[src/rtl/led_pwm_fader.sv]
// Eight-channel PWM LED fader: each level ramps toward 255*PAT_IN[i] by STEP once per fade interval.
// LED_OUT, FADE_TICK and SETTLED are registered one cycle after the state they are computed from.
module led_pwm_fader #(
   parameter int PRESCALE     = 4,
   parameter int FADE_PERIODS = 2,
   parameter int STEP         = 8
) (
   input  logic       CLK,
   input  logic       RST_N,
   input  logic       EN,
   input  logic [7:0] PAT_IN,
   output logic [7:0] LED_OUT,
   output logic       FADE_TICK,
   output logic       SETTLED
);

   localparam int PRE_W  = (PRESCALE > 1) ? $clog2(PRESCALE) : 1;
   localparam int FADE_W = (FADE_PERIODS > 1) ? $clog2(FADE_PERIODS) : 1;
   localparam logic [PRE_W-1:0]  PRE_LAST  = PRE_W'(PRESCALE - 1);
   localparam logic [FADE_W-1:0] FADE_LAST = FADE_W'(FADE_PERIODS - 1);
   localparam logic [7:0]        STEP8     = 8'(STEP);

   logic [PRE_W-1:0]  pre_cnt_q, pre_cnt_d;
   logic [7:0]        pwm_cnt_q, pwm_cnt_d;
   logic [FADE_W-1:0] fade_cnt_q, fade_cnt_d;
   logic [7:0]        level_q [8];
   logic [7:0]        level_d [8];
   logic [7:0]        led_out_q, led_out_d;
   logic              fade_tick_q, fade_tick_d;
   logic              settled_q, settled_d;
   logic              cnt_step, period_end, tick_now;
   logic [8:0]        sum;

   always_comb begin
      cnt_step    = EN && (pre_cnt_q == PRE_LAST);
      period_end  = cnt_step && (pwm_cnt_q == 8'hFF);
      tick_now    = period_end && (fade_cnt_q == FADE_LAST);
      pre_cnt_d   = pre_cnt_q;
      pwm_cnt_d   = pwm_cnt_q;
      fade_cnt_d  = fade_cnt_q;
      led_out_d   = '0;
      settled_d   = 1'b1;
      sum         = '0;
      fade_tick_d = tick_now;

      if (EN) begin
         pre_cnt_d = cnt_step ? '0 : pre_cnt_q + 1'b1;
      end
      if (cnt_step) begin
         pwm_cnt_d = pwm_cnt_q + 8'd1;
      end
      if (period_end) begin
         fade_cnt_d = tick_now ? '0 : fade_cnt_q + 1'b1;
      end

      for (int i = 0; i < 8; i++) begin
         level_d[i] = level_q[i];
         // Level 255 is forced fully on so a settled-on LED never blinks at pwm_cnt 255.
         led_out_d[i] = EN && ((level_q[i] == 8'hFF) || (pwm_cnt_q < level_q[i]));
         if (level_q[i] != (PAT_IN[i] ? 8'hFF : 8'h00)) begin
            settled_d = 1'b0;
         end
         if (tick_now) begin
            if (PAT_IN[i]) begin
               sum        = {1'b0, level_q[i]} + {1'b0, STEP8};
               level_d[i] = sum[8] ? 8'hFF : sum[7:0];
            end else begin
               level_d[i] = (level_q[i] > STEP8) ? (level_q[i] - STEP8) : 8'h00;
            end
         end
      end
   end

   always_ff @(posedge CLK) begin
      if (!RST_N) begin
         pre_cnt_q   <= '0;
         pwm_cnt_q   <= '0;
         fade_cnt_q  <= '0;
         led_out_q   <= '0;
         fade_tick_q <= 1'b0;
         settled_q   <= 1'b0;
         for (int i = 0; i < 8; i++) begin
            level_q[i] <= '0;
         end
      end else begin
         pre_cnt_q   <= pre_cnt_d;
         pwm_cnt_q   <= pwm_cnt_d;
         fade_cnt_q  <= fade_cnt_d;
         led_out_q   <= led_out_d;
         fade_tick_q <= fade_tick_d;
         settled_q   <= settled_d;
         for (int i = 0; i < 8; i++) begin
            level_q[i] <= level_d[i];
         end
      end
   end

   assign LED_OUT   = led_out_q;
   assign FADE_TICK = fade_tick_q;
   assign SETTLED   = settled_q;

endmodule

[config.mk]
export PLATFORM = sky130hd
export DESIGN_NAME = led_pwm_fader
export DESIGN_NICKNAME = d
export VERILOG_FILES = /design/src/rtl/led_pwm_fader.sv
export SDC_FILE = /design/constraint.sdc
export NUM_CORES = 1
export LEC_CHECK = 0
export ABC_AREA = 0
export CAP_MARGIN = 20
export CORE_AREA = 5 5 110 133
export CTS_CLUSTER_DIAMETER = 150
export DETAILED_ROUTE_END_ITERATION = 8
export DIE_AREA = 0 0 115 138
export PLACE_DENSITY = 0.59
export SLEW_MARGIN = 10
export SYNTH_ARGS = -nofsm -noshare
export SYNTH_HDL_FRONTEND = slang
export SYNTH_SLANG_ARGS = --single-unit
[constraint.sdc]
create_clock -name CLK -period 2.05 [get_ports CLK]
set_input_delay 0.3075 -clock CLK [delete_from_list [all_inputs] [get_ports CLK]]
set_output_delay 0.3075 -clock CLK [all_outputs]
set_load 0.05 [all_outputs]
* Word level (Yosys, flattened, before mapping)
Memories as Yosys holds them, arrays and structs flattened. Cells that the tools add are included.
Storage, ports and cells: memories 1, flip-flop bits (word level) 21, input port bits 11, output and inout bits 10, memory bits (writable) 64
Cells by class: eq/ne operators 18, $lt $le $gt $ge 16, mux-type cells 53, bitwise operators 9, $add $sub $neg 19, reduce and logical (&&, ||, !) cells 20
Memories:
- level_q | words 8, width 8, read ports 8, clocked after Yosys merged registers in 0, write ports 8, RTL line 26 | logic [7:0] level_q [8];
Operator list (count):
- 8-bit two-way mux | 48
- 8-bit by 4-bit adder with 9-bit output (second input constant) | 8
- 8-bit == test (second input constant) | 9
- 8-bit by 4-bit > comparator with 1-bit output (second input constant) | 8
- 8-bit < comparator | 8
- 8-bit inequality test | 8
- 8-bit by 4-bit subtractor with 8-bit output (second input constant) | 8
- 1-bit logical AND | 11
- 8-bit by 1-bit adder with 8-bit output (second input constant) | 1
- 1-bit logical OR | 8
- 1-bit bitwise OR | 8
- 8-bit OR reduction | 1
- 1-bit two-way mux | 4
- 2-bit by 1-bit adder with 2-bit output (second input constant) | 1
- 2-bit == test (second input constant) | 1
- 2-bit two-way mux | 1
- 1-bit adder (second input constant) | 1
- 1-bit inverter | 1

* Longest topological paths before layout
Gate-level depths: netlist of run 1.
word-level depth 6, mapped depth 8, mapped depth without buffers 7

* Least setup slack after synthesis of run 1
No wires, ideal clock.
kind register -> register, start point memory level_q[3][3], in the netlist level_q[0][27], end point memory level_q[3][5], in the netlist level_q[0][29], cell stages (with the launch flop) 8, setup time 70 ps, data arrival time 1814 ps, setup slack 166 ps, period minus slack after synthesis 1884 ps, cells stage by stage dfxtp_1 -> clkbuf_1 -> inv_1 -> ha_1 -> nor2b_1 -> a21o_1 -> or4_1 -> a21oi_1
RTL lines (RTL line):
- start: declaration | 26

* Worst setup path in the final report of run 1
start point register pwm_cnt_q[1], end point register led_out_q[0], in the netlist LED_OUT[0]
Between the ends: cells in the longest elaborated chain, start to end 3
Ends and longest elaborated chain:
- start: declaration | RTL line 24 | logic [7:0] pwm_cnt_q, pwm_cnt_d;
- start signal: assignment | RTL line 87 | pwm_cnt_q <= pwm_cnt_d;
- 8-bit < comparator | RTL line 59 | led_out_d[i] = EN && ((level_q[i] == 8'hFF) || (pwm_cnt_q < level_q[i]));
- 1-bit logical OR | RTL line 59
- 1-bit logical AND | RTL line 59
- end signal: assignment | RTL line 89 | led_out_q <= led_out_d;
- end: declaration | RTL line 28 | logic [7:0] led_out_q, led_out_d;
No other way between the ends. A chain may end at the register's enable or synchronous reset.

==> summary by stage, run 1 <==
Outcome
The run finished with clean final reports.

Global routing
Entering global routing, the biggest net connects 29 pins. The number of antenna violations at the first check in global routing was 0. The number of global-route vias before repair is 5623.

Global routing consumed, over all layers together, a little over a fifth of the routing resources. The final global-route overflow total is 0. The first-pass GRT wire length is 28240 um.

Power
The power density over cell area is approximately 470 nW/um2. IR analysis of the VDD net gives a maximum drop of around 0.38 mV. The static leakage power is 2.680 nW.

Floorplanning
After floorplanning, the core was sized to cover about 13000 um2. The initial core utilization is approximately 44%. In this run the horizontal extent of the chip is around 120 um. The floorplan has between 40 and 50 rows.

21 I/O pins were placed. The die covers roughly 16000 um2. The vertical extent of the die is between 100 and 150 um.

Clocking
The clock insertion delay at the later pin of the skew report is between 300 and 400 ps. The clock passes through at most 2 buffers. The CTS sink count is between 60 and 70. The clock-pin transition on the worst setup and hold timing paths is roughly 60 ps. Once the clock tree was built, the setup fixing pass inserted 0 buffers. The H-tree was split into 3 levels.

The root buffer cell chosen for the clock tree is sky130_fd_sc_hd__clkbuf_16. TritonCTS built the clock tree. The number of clock buffers added by TritonCTS is 9.

Timing
The number of max-slew violations in the final report is 0. The final setup violation count is 0. For this run, the top clock speed supported by timing is approximately 0.53 GHz. The clock period could shrink to between 1500 and 2000 ps. After layout, the worst path uses between 90% and 100% of the clock period. The pin slew with the least headroom to its limit is 508.7 ps. Across the routed clock network, the largest skew measured is 8.130 ps.

The number of hold violations in the final report is 0. The remaining max-slew budget at the tightest pin is approximately 66%. Setup repair after global routing left no endpoint under its margin.

Critical path
The data required time at the worst endpoint is between 2000 and 2500 ps. Data on the critical path arrives at its endpoint at around 2100 ps. The cell with the largest stage delay on the worst path is sky130_fd_sc_hd__a2111oi_0. For this run, the slowest stage of the critical path takes between 400 and 500 ps. The nature of the critical path startpoint is a flip-flop. The startpoint identified for the worst register-to-register timing path is pwm_cnt_q[1]. The type of the setup path with the least slack is reg -> reg. The critical path goes through buf_12, ha_1, a21o_1, a2111oi_0, nor3_1, o21ai_0. The nature of the critical path endpoint is a flip-flop.

In this run the worst path has a maximum fanout of 10. The critical path starts at pwm_cnt_q[1].

Route
The via density per instance is ~6. The remaining antenna violation count after routing is 0. The number of DRC markers in iteration 0 is 560. The number of iterations in the first detailed-routing pass is 5. The number of remaining DRC errors is 0.

The detailed-route via count is just under 6000. The final layout contains routed wiring with a total length of around 17000 um. The average detailed-routed wire length per instance is around 17 um.

Min path
The worst hold path begins at pre_cnt_q[1]. The type of the tightest min-delay check is reg -> reg.

Synth
Counting flops with an async set or reset pin after synthesis yields a share of 0%. sky130_fd_sc_hd__a21oi_1 is the most common cell in the netlist. The number of standard cells after synthesis is 745. sky130_fd_sc_hd__dfxtp_1 takes more of the synthesized area than any other cell. The count of yosys warnings during synthesis is 0. The flop and latch count out of synthesis is 69. By count the netlist is led by 77 x sky130_fd_sc_hd__a21oi_1, 74 x sky130_fd_sc_hd__ha_1, 69 x sky130_fd_sc_hd__dfxtp_1, 52 x sky130_fd_sc_hd__o21ai_0. The synthesized design contains 0 enable-type register cells. The area of the mapped netlist is a little under 6000 um2. The synthesized net count is 830. Sequential elements use 23.91% of the synthesized area.

Counting distinct cell types in the post-synthesis netlist gives 74. After synthesis, the largest area contributor takes up between 20% and 30% of total cell area. The post-synthesis area per instance is 7.754 um2. By area the synthesized netlist is led by sky130_fd_sc_hd__dfxtp_1 24%, sky130_fd_sc_hd__ha_1 16%, sky130_fd_sc_hd__a21oi_1 6.7%. The main flop type after synthesis is sky130_fd_sc_hd__dfxtp_1.

Place
The HPWL after detailed placement is 12550 um. In this run the tool buffered the top-level ports with 20 buffer cells. After detailed placement, the total cell area comes to 6495 um2.

The weighted congestion at the end of routability-driven global placement is between 0.9 and 1.

Layout
Cells with a size suffix above 1 make up around 12% of the layout. The core occupancy in the finished layout is between 50 and 60%. After routing the design area is approximately 6800 um2.

From synthesis to final layout, the design area changed by 17.87%. 0 antenna diodes ended up in the layout. The final layout net count is 881.

Job
The max-cap check violation count is 0.
==> timing repair <==
item	CTS	global route
hold endpoints to repair	0	0
resized for setup	0	3
setup endpoints to repair	0	3
hold buffers	0	0
==> stage by stage <==
stage | hold slack [ps] | instances | worst slack, ps | total power, mW | setup TNS, ps
2_1_floorplan | 464.6 | 745 | 166.0 | 1.482 | 0
3_3_place_gp | 482.3 | 953 | -7.625 | 1.574 | -7.625
3_5_place_dp | 514.0 | 953 | -94.64 | 1.577 | -232.4
4_1_cts | 526.8 | 969 | 123.0 | 3.254 | 0
5_1_grt | 550.3 | 969 | 3.575 | 3.332 | 0
6_report | 508.8 | 969 | 145.8 | 3.225 | 0
==> power by group <==
group | leakage, nW | switching (mW) | internal [mW]
clock network | 0.153 | 0.616 | 1.06
logic | 1.97 | 0.117 | 0.0849
registers | 0.556 | 0.00257 | 1.34
total | 2.68 | 0.736 | 2.49
==> state kept, by name (all words and copies together) (netlist names) <==
signal      flops
LED_OUT         8
fade_cnt_q      1
SETTLED         1
level_q        48
FADE_TICK       1
pre_cnt_q       2
pwm_cnt_q       8
==> kinds of logic (layout without fill, tap and decap cells) <==
family / Yosys count / after routing / share of synthesized area, %
buf+inv: 96 / 152 / 6.844
xor+xnor: 10 / 10 / 1.516
fa+ha+maj: 74 / 74 / 16.03
simple gates: 243 / 243 / 23.07
mux: 6 / 6 / 1.040
flops: 69 / 69 / 23.91
compound gates: 247 / 247 / 27.59
==> layer usage <==
| metal | wire, um | global-route usage, % | share of wire [%] |
|---|---|---|---|
| met5 | 0 | 0 | 0 |
| met3 | 828 | 3.274 | 4.9 |
| met4 | 384 | 8.035 | 2.3 |
| met1 | 7503 | 28.11 | 45 |
| met2 | 8142 | 35.67 | 48 |
==> cell usage in the layout, fill, tap and decap left out, types with 4 or more instances in the layout <==
cell type	netlist	layout
sky130_fd_sc_hd__a21oi_1	77	77
sky130_fd_sc_hd__ha_1	74	74
sky130_fd_sc_hd__dfxtp_1	69	68
sky130_fd_sc_hd__buf_4	3	60
sky130_fd_sc_hd__o21ai_0	52	52
sky130_fd_sc_hd__inv_1	48	48
sky130_fd_sc_hd__nand2_1	48	48
sky130_fd_sc_hd__nor2_1	32	32
sky130_fd_sc_hd__nor3_1	29	29
sky130_fd_sc_hd__nand3_1	26	26
sky130_fd_sc_hd__a211oi_1	20	20
sky130_fd_sc_hd__clkdlybuf4s50_1	0	20
sky130_fd_sc_hd__nand4_1	19	19
sky130_fd_sc_hd__and3_1	19	19
sky130_fd_sc_hd__nor4_1	14	14
sky130_fd_sc_hd__nand2b_1	12	12
sky130_fd_sc_hd__a31oi_1	11	11
sky130_fd_sc_hd__a21o_1	11	11
sky130_fd_sc_hd__clkbuf_16	0	9
sky130_fd_sc_hd__or3_1	8	8
sky130_fd_sc_hd__o22ai_1	8	8
sky130_fd_sc_hd__o31ai_1	7	7
sky130_fd_sc_hd__xor2_1	7	7
sky130_fd_sc_hd__a311oi_1	7	7
sky130_fd_sc_hd__mux2i_1	6	6
sky130_fd_sc_hd__o2111ai_1	6	6
sky130_fd_sc_hd__nor2b_1	6	6
sky130_fd_sc_hd__a221oi_1	5	5
sky130_fd_sc_hd__o211ai_1	5	5
sky130_fd_sc_hd__inv_2	4	4
sky130_fd_sc_hd__or2_2	4	4
==> path summary, 6_finish.rpt <==
path                       end  slack, ps  cells past startpoint
setup reg to reg    LED_OUT[0]        150                      6
setup / recovery    LED_OUT[0]        150                      6
hold / removal    pre_cnt_q[1]        510                      2
hold reg to reg   pre_cnt_q[1]        510                      2
==> layout make-up <==
class / instances / area [um2]
Fill cell: 1272 / 6314
Multi-Input combinational cell: 580 / 4008
Sequential cell: 69 / 1383
Timing Repair Buffer: 83 / 701.9
Clock buffer: 11 / 232.7
Tap cell: 168 / 210.2
Inverter: 53 / 198.9
Clock inverter: 5 / 75.07
==> worst max-delay path: cells and delay by family (launching register included) <==
kind	cells	cell delay, ps
compound gates	3	870
fa+ha+maj	1	230
buf+inv	1	170
flops	1	420
simple gates	1	90
Power figures use the tool's default switching activity.
==> inputs of run 2 (changes only) <==
==> constraint.sdc (replaced) <==
create_clock -name CLK -period 2.4 [get_ports CLK]
set_input_delay 0.36 -clock CLK [delete_from_list [all_inputs] [get_ports CLK]]
set_output_delay 0.36 -clock CLK [all_outputs]
set_load 0.05 [all_outputs]
==> summary by stage, run 2 (same netlist as run 1, synthesis figures left out) <==
Global routing
The number of global-route vias before repair was about 5400. Entering global routing, the biggest net connects 29 pins. After global routing the overflow that remains totals 0. The global-route total usage across every layer is just over 20%. The number of antenna violations at the first check in global routing was 0.

The first-pass GRT wire length is 26730 um.

Job
The tool flagged a number of max-cap violations equal to 0.

Critical path
Counting both buffers and inverters, the worst setup path holds a total of 0. The delay of the slowest critical-path stage is slightly below 600 ps. The worst setup path is captured at a flip-flop.

On the critical path, the stage with the largest delay is an instance of sky130_fd_sc_hd__dfxtp_1. The data required time at the worst endpoint is 2650 ps. The critical path goes through nand4_1, or2_2, a22oi_1, o2111ai_1, a2111oi_2. Broken down by cell family, the worst path's largest delay share belongs to compound AO/OA/AOI/OAI gates.

The type of the setup path with the least slack is reg -> reg. STA classifies the critical path startpoint as a flip-flop. Of all nets on the critical path, the largest fanout is 13. STA puts the critical path data arrival time at 2260 ps.

Min path
The min-delay analysis places its worst path in the category reg -> reg.

Place
The HPWL after detailed placement is 11850 um. The number of input and output port buffers inserted is 20. Timing analysis after detailed placement gives a worst setup slack of 125.2 ps. The number of cells in the design after placement is slightly above 900. The congestion estimate from routability-driven global placement came to 0.9110.

Route
The number of iterations in the first detailed-routing pass is 7. The met1 wire length is 7185 um. In the final routed layout, each cell accounts on average for 17.33 um. The met3 wire length is 780 um.

The number of remaining DRC errors is 0. The total routed wirelength is around 16000 um. For this block, the initial DRC count from the detailed router was 516. The via density per instance is slightly above 6. In this run the top signal layer used is met4. The detail route stage leaves a number of antenna-violating nets equal to 0. The routed layout has about 5800 vias. In the detailed route, the total length drawn on met2 is between 7000 and 8000 um.

Timing
For the final routed database, the setup TNS stands at 0 ps. The final setup violation count is 0. The number of max-slew violations in the final report is 0. The worst-case hold slack is 519.2 ps. The remaining max-slew budget at the tightest pin is a little under 60%. The pin slew with the least headroom to its limit is between 600 and 700 ps. The smallest clock period supported by the final layout is computed as approximately 2000 ps. The final worst slack is 385.0 ps. Static timing analysis puts the maximum clock frequency at a little under 0.5 GHz. The number of hold violations in the final report was 0. The post-route clock skew is a little over 6 ps. Setup repair after global routing left no endpoint under its margin. In the finished design, the share of the clock period the worst path needs comes to 83.96%.

Clocking
Counting along the longest clock path gives a buffer depth of 2. The CTS sink count is 69. The clock tree from TritonCTS is done. After clock tree synthesis, the clock-pin slew on the worst setup and hold paths is around 60 ps. After clock tree synthesis, the repair step resized 0 gates. The H-tree generated during clock tree synthesis spans 3 levels. The clock insertion delay at the later pin of the skew report is between 300 and 400 ps. The cell sitting at the root of the clock tree is a sky130_fd_sc_hd__clkbuf_16. The post-CTS setup-driven buffer insertion count is 0. The count of hold buffers inserted by post-cts repair is 0.

Buffers inserted during clock tree synthesis total 9.

Power
The power density over cell area is 448.9 nW/um2. The internal power is between 2 and 2.5 mW. The power consumption is 2.957 mW.

Of the total power, the clock network draws 55.7%. The maximum resistive drop on vdd is ~0.29 mV. The part of the total power dissipated in combinational logic is about 5.4%.

The proportion of total power due to net switching is a little over a fifth. Summed over all nets, the switching power comes to between 0.6 and 0.7 mW. For this design the static power due to leakage is 2.535 nW. The share of total power dissipated in sequential elements is 38.9%.

Floorplanning
The core area is between 10000 and 15000 um2. The placement row count is 46. The initial core utilization is 44.02%. The boundary pin count is 21. The overall die area is about 16000 um2.

The vertical extent of the die is roughly 140 um. The die boundary width is 115 um.

Layout
The number of inserted filler cells in the final layout is roughly 1200. For this run, the post-layout net count is 849. In the layout the commonest cells are 77 x sky130_fd_sc_hd__a21oi_1, 74 x sky130_fd_sc_hd__ha_1, 69 x sky130_fd_sc_hd__dfxtp_1.

The ratio of cells with drive above 1 in the final layout is around 8.6%. In the final layout, flip-flops and latches occupy 1381 um2. The area growth from synthesis to layout is 14.01%. The area taken by multi-input logic gates is 4006 um2. The count of cells in the finished layout, fillers not included, comes to roughly 940. Leaving out fill and tap cells, the most frequent cell in the layout is sky130_fd_sc_hd__a21oi_1.

level_q holds more flip-flops than any other register. The number of flip-flops in the largest register is between 40 and 50. The number of diodes is 0.

Outcome
The run finished with clean final reports.
-- run 2: cell types whose count changed in the layout (fill, tap and decap cells not counted), sizes merged --
cell / delta
clkbuf: +1
clkinv: -3
buf: -32
bufinv: +2
-- run 2: worst reg2reg max path, delay by kind of cell (launching register included) --
family             cells  cell delay (ps)
AOI/OAI and AO/OA      3              810
DFF                    1              590
and+or+nand+nor        2              520
-- run 2: through the flow --
stage / utilization (%) / instance area (um2)
floorplan: - / 5777
global placement: 47.47 / 6230
detailed placement: 47.47 / 6230
CTS: 50.19 / 6586
global route: 50.19 / 6586
finish: 50.19 / 6586
-- run 2: path summary, 6_finish.rpt --
check | startpoint | endpoint | slack, ps | depth (start not counted)
hold / removal | pre_cnt_q[1] | pre_cnt_q[1] | 520 | 2
setup / recovery | level_q[0][29] | SETTLED | 380 | 5
setup reg to reg | level_q[0][29] | SETTLED | 380 | 5
hold reg to reg | pre_cnt_q[1] | pre_cnt_q[1] | 520 | 2
-- run 2: power by group through the flow --
| stage | Combinational (mW) | Sequential, mW | Clock [mW] |
|---|---|---|---|
| after floorplan | 0.0899 | 1.18 | 0 |
| after global placement | 0.155 | 1.18 | 0 |
| after detailed placement | 0.156 | 1.18 | 0 |
| after CTS | 0.157 | 1.15 | 1.68 |
| after global routing | 0.173 | 1.15 | 1.72 |
| final | 0.159 | 1.15 | 1.65 |
-- run 2: area by class of cell --
| class | count | share of cell area (%) |
|---|---|---|
| tap | 168 | 3.191 |
| timing repair buffer | 51 | 6.573 |
| inverter | 53 | 3.021 |
| clock buffer | 12 | 3.590 |
| clock inverter | 4 | 1.824 |
| sequential | 69 | 20.97 |
| multi-input combinational | 580 | 60.83 |
-- run 2: routing by layer --
metal	vias up	GRT usage (%)
li1	2865	-
met1	2705	26.34
met5	-	0
met4	0	10.63
met3	32	3.274
met2	172	32.87
==> patch, RTL diff (flow settings as in run 1) <==
Add an input register stage for `EN` and `PAT_IN`, with the module's reset; this delays them by one clock.
--- a/src/rtl/led_pwm_fader.sv
+++ b/src/rtl/led_pwm_fader.sv
@@ -21,4 +21,17 @@
    localparam logic [7:0]        STEP8     = 8'(STEP);
 
+   logic EN_q;
+   logic [7:0] PAT_IN_q;
+
+   always_ff @(posedge CLK) begin
+      if (!RST_N) begin
+         EN_q     <= '0;
+         PAT_IN_q <= '0;
+      end else begin
+         EN_q     <= EN;
+         PAT_IN_q <= PAT_IN;
+      end
+   end
+
    logic [PRE_W-1:0]  pre_cnt_q, pre_cnt_d;
    logic [7:0]        pwm_cnt_q, pwm_cnt_d;
@@ -33,5 +46,5 @@
 
    always_comb begin
-      cnt_step    = EN && (pre_cnt_q == PRE_LAST);
+      cnt_step    = EN_q && (pre_cnt_q == PRE_LAST);
       period_end  = cnt_step && (pwm_cnt_q == 8'hFF);
       tick_now    = period_end && (fade_cnt_q == FADE_LAST);
@@ -44,5 +57,5 @@
       fade_tick_d = tick_now;
 
-      if (EN) begin
+      if (EN_q) begin
          pre_cnt_d = cnt_step ? '0 : pre_cnt_q + 1'b1;
       end
@@ -57,10 +70,10 @@
          level_d[i] = level_q[i];
          // Level 255 is forced fully on so a settled-on LED never blinks at pwm_cnt 255.
-         led_out_d[i] = EN && ((level_q[i] == 8'hFF) || (pwm_cnt_q < level_q[i]));
-         if (level_q[i] != (PAT_IN[i] ? 8'hFF : 8'h00)) begin
+         led_out_d[i] = EN_q && ((level_q[i] == 8'hFF) || (pwm_cnt_q < level_q[i]));
+         if (level_q[i] != (PAT_IN_q[i] ? 8'hFF : 8'h00)) begin
             settled_d = 1'b0;
          end
          if (tick_now) begin
-            if (PAT_IN[i]) begin
+            if (PAT_IN_q[i]) begin
                sum        = {1'b0, level_q[i]} + {1'b0, STEP8};
                level_d[i] = sum[8] ? 8'hFF : sum[7:0];
Formal check against the unedited RTL: not equivalent (Yosys sat finds a counterexample within 4 cycles, from zero or initial values and one cycle with RST_N low).
==> patch against run 1 <==
- combinational power shrank 34%
- highest routed layer unchanged
- power grew 6.7%
- cell area down 1.4%
- synthesized area increased by 2.1%
- worst setup slack worse by 51 ps
- non-clock buffer count decreased by 25
- sequential cell count grew 9
- routed wire length down 2.9%
==> patch: results (changes against run 1) <==
metric	value	unit	change
number of DRC markers in iteration 0	269		-52%
vias in the first global route	5407		-3.8%
sequential cell area fraction in the yosys report	26.5	%	+2.6 points
share of layout cells above drive strength 1	9.07	%	-3.4 points
# port buffers	20		unchanged
register-to-register setup slack	90	ps	-50 ps
max FFs per register	48		unchanged
crit path from	level_q[0][29]		
ant diodes	0		unchanged
Synth cell types	67		-9.5%
CP Capture Point	SETTLED		
Largest Register	level_q		
CTS buffer count	9		unchanged
slowest CP cell	nor4_2		
Slew HR	63.5	%	-2.5 points
gpl congestion	0.873		-7.5%
status	complete, no violations		
H-tree Lvls	3		unchanged
DR vias	5631		-4.0%
filler cell count	1254		-1.4%
GRT Total Usage	20.8	%	-0.73 points
first-pass GRT wire length	27.0	mm	-4.3%
clk_skew	7.42	ps	-0.709 ps
DRC	0		unchanged
clk_lat worst skew	350	ps	about the same
crit-path max cell delay	420	ps	-20 ps
Synth area leaders	dfxtp_1, ha_1, a21oi_1		
Hold WC Path Type	reg2reg		
largest net degree at the start of global routing	28		-3.4%
Crit Path Max Fanout	8		-2
Max VDD drop	0.288	mV	-24%
TritonRoute pass-1 iters	5		unchanged
Post-CTS Setup Inserts	0		unchanged
DP Area	6370	um^2	-1.9%
initial antenna violation count	0		unchanged
Peak Freq	511	MHz	-2.6%
Sw Pwr	763	uW	+3.7%
CP arrival	2240	ps	+100 ps
Nets	864		-1.9%
synth cell count leaders	dfxtp_1, ha_1, nor2_1, inv_1, a21oi_1		
worst r2r path cells	5		-1
Clock Path Buffers	2		unchanged
routed len/inst	17.2	um	-1.0%
hpwl dp	11.8	mm	-5.8%
syn nets	838		+0.96%
Lkg Pwr	2.64	nW	-1.4%
pre-CTS worst setup slack	-135	ps	-40.5 ps
-- patch: worst max-delay path: cells and delay by family (launching register included) --
family / cells / cell delay (ps)
flops: 1 / 370
simple gates: 4 / 1210
compound gates: 1 / 310
-- patch: per-stage QoR --
step                cells  power, mW
floorplan             753       1.66
global placement      936       1.71
detailed placement    936       1.71
CTS                   951       3.49
global route          951       3.57
finish                951       3.44
-- patch: worst min path at each step --
stage | from | end | slack, ps | cells after the start
2_1_floorplan | EN | EN_q | 430 | 1
3_3_place_gp | pre_cnt_q[1] | pre_cnt_q[1] | 480 | 2
3_5_place_dp | pre_cnt_q[1] | pre_cnt_q[1] | 510 | 2
4_1_cts | pre_cnt_q[1] | pre_cnt_q[1] | 520 | 2
5_1_grt | PAT_IN[6] | PAT_IN_q[6] | 540 | 2
6_report | pre_cnt_q[1] | pre_cnt_q[1] | 520 | 2
-- patch: what timing repair did --
| action | 4_1_cts | 5_1_grt |
|---|---|---|
| hold endpoints to repair | 0 | 0 |
| setup endpoints to repair | 1 | 2 |
| resized for setup | 1 | 5 |
| pin swaps | 1 | 0 |
-- patch: power by group through the flow --
stage	registers (mW)	clock network, mW	logic (mW)
3_3_place_gp	1.58	0	0.129
6_report	1.55	1.76	0.133
3_5_place_dp	1.58	0	0.131
4_1_cts	1.55	1.81	0.132
2_1_floorplan	1.57	0	0.0876
5_1_grt	1.55	1.87	0.144
-- patch: cell families (layout without fill, tap and decap cells) --
family	count (synthesis)	after routing	synth area share [%]
and+or+nand+nor	262	262	23.2
AOI/OAI and AO/OA	225	225	25.3
buffers and inverters	102	132	7.59
DFF	78	78	26.5
adders and majority gates	74	74	15.7
xor gates and xnor gates	9	9	1.34
muxes	3	3	0.509
-- patch: per-layer routing --
layer  GRT usage, %  up-vias  routed length, um
met1           26.2     2634               7180
met2           35.5      139               8140
met4           7.60        0                379
li1               -     2828                  -
met5              0        -                  0
met3           3.49       30                672
-- patch: layout make-up --
class,count,area [um^2],area share (%)
Multi-Input combinational cell,573,3910,58.2
Sequential cell,78,1570,23.3
Timing Repair Buffer,58,485,7.23
Clock buffer,10,239,3.56
Inverter,59,221,3.30
Tap cell,168,210,3.13
Clock inverter,5,83.8,1.25
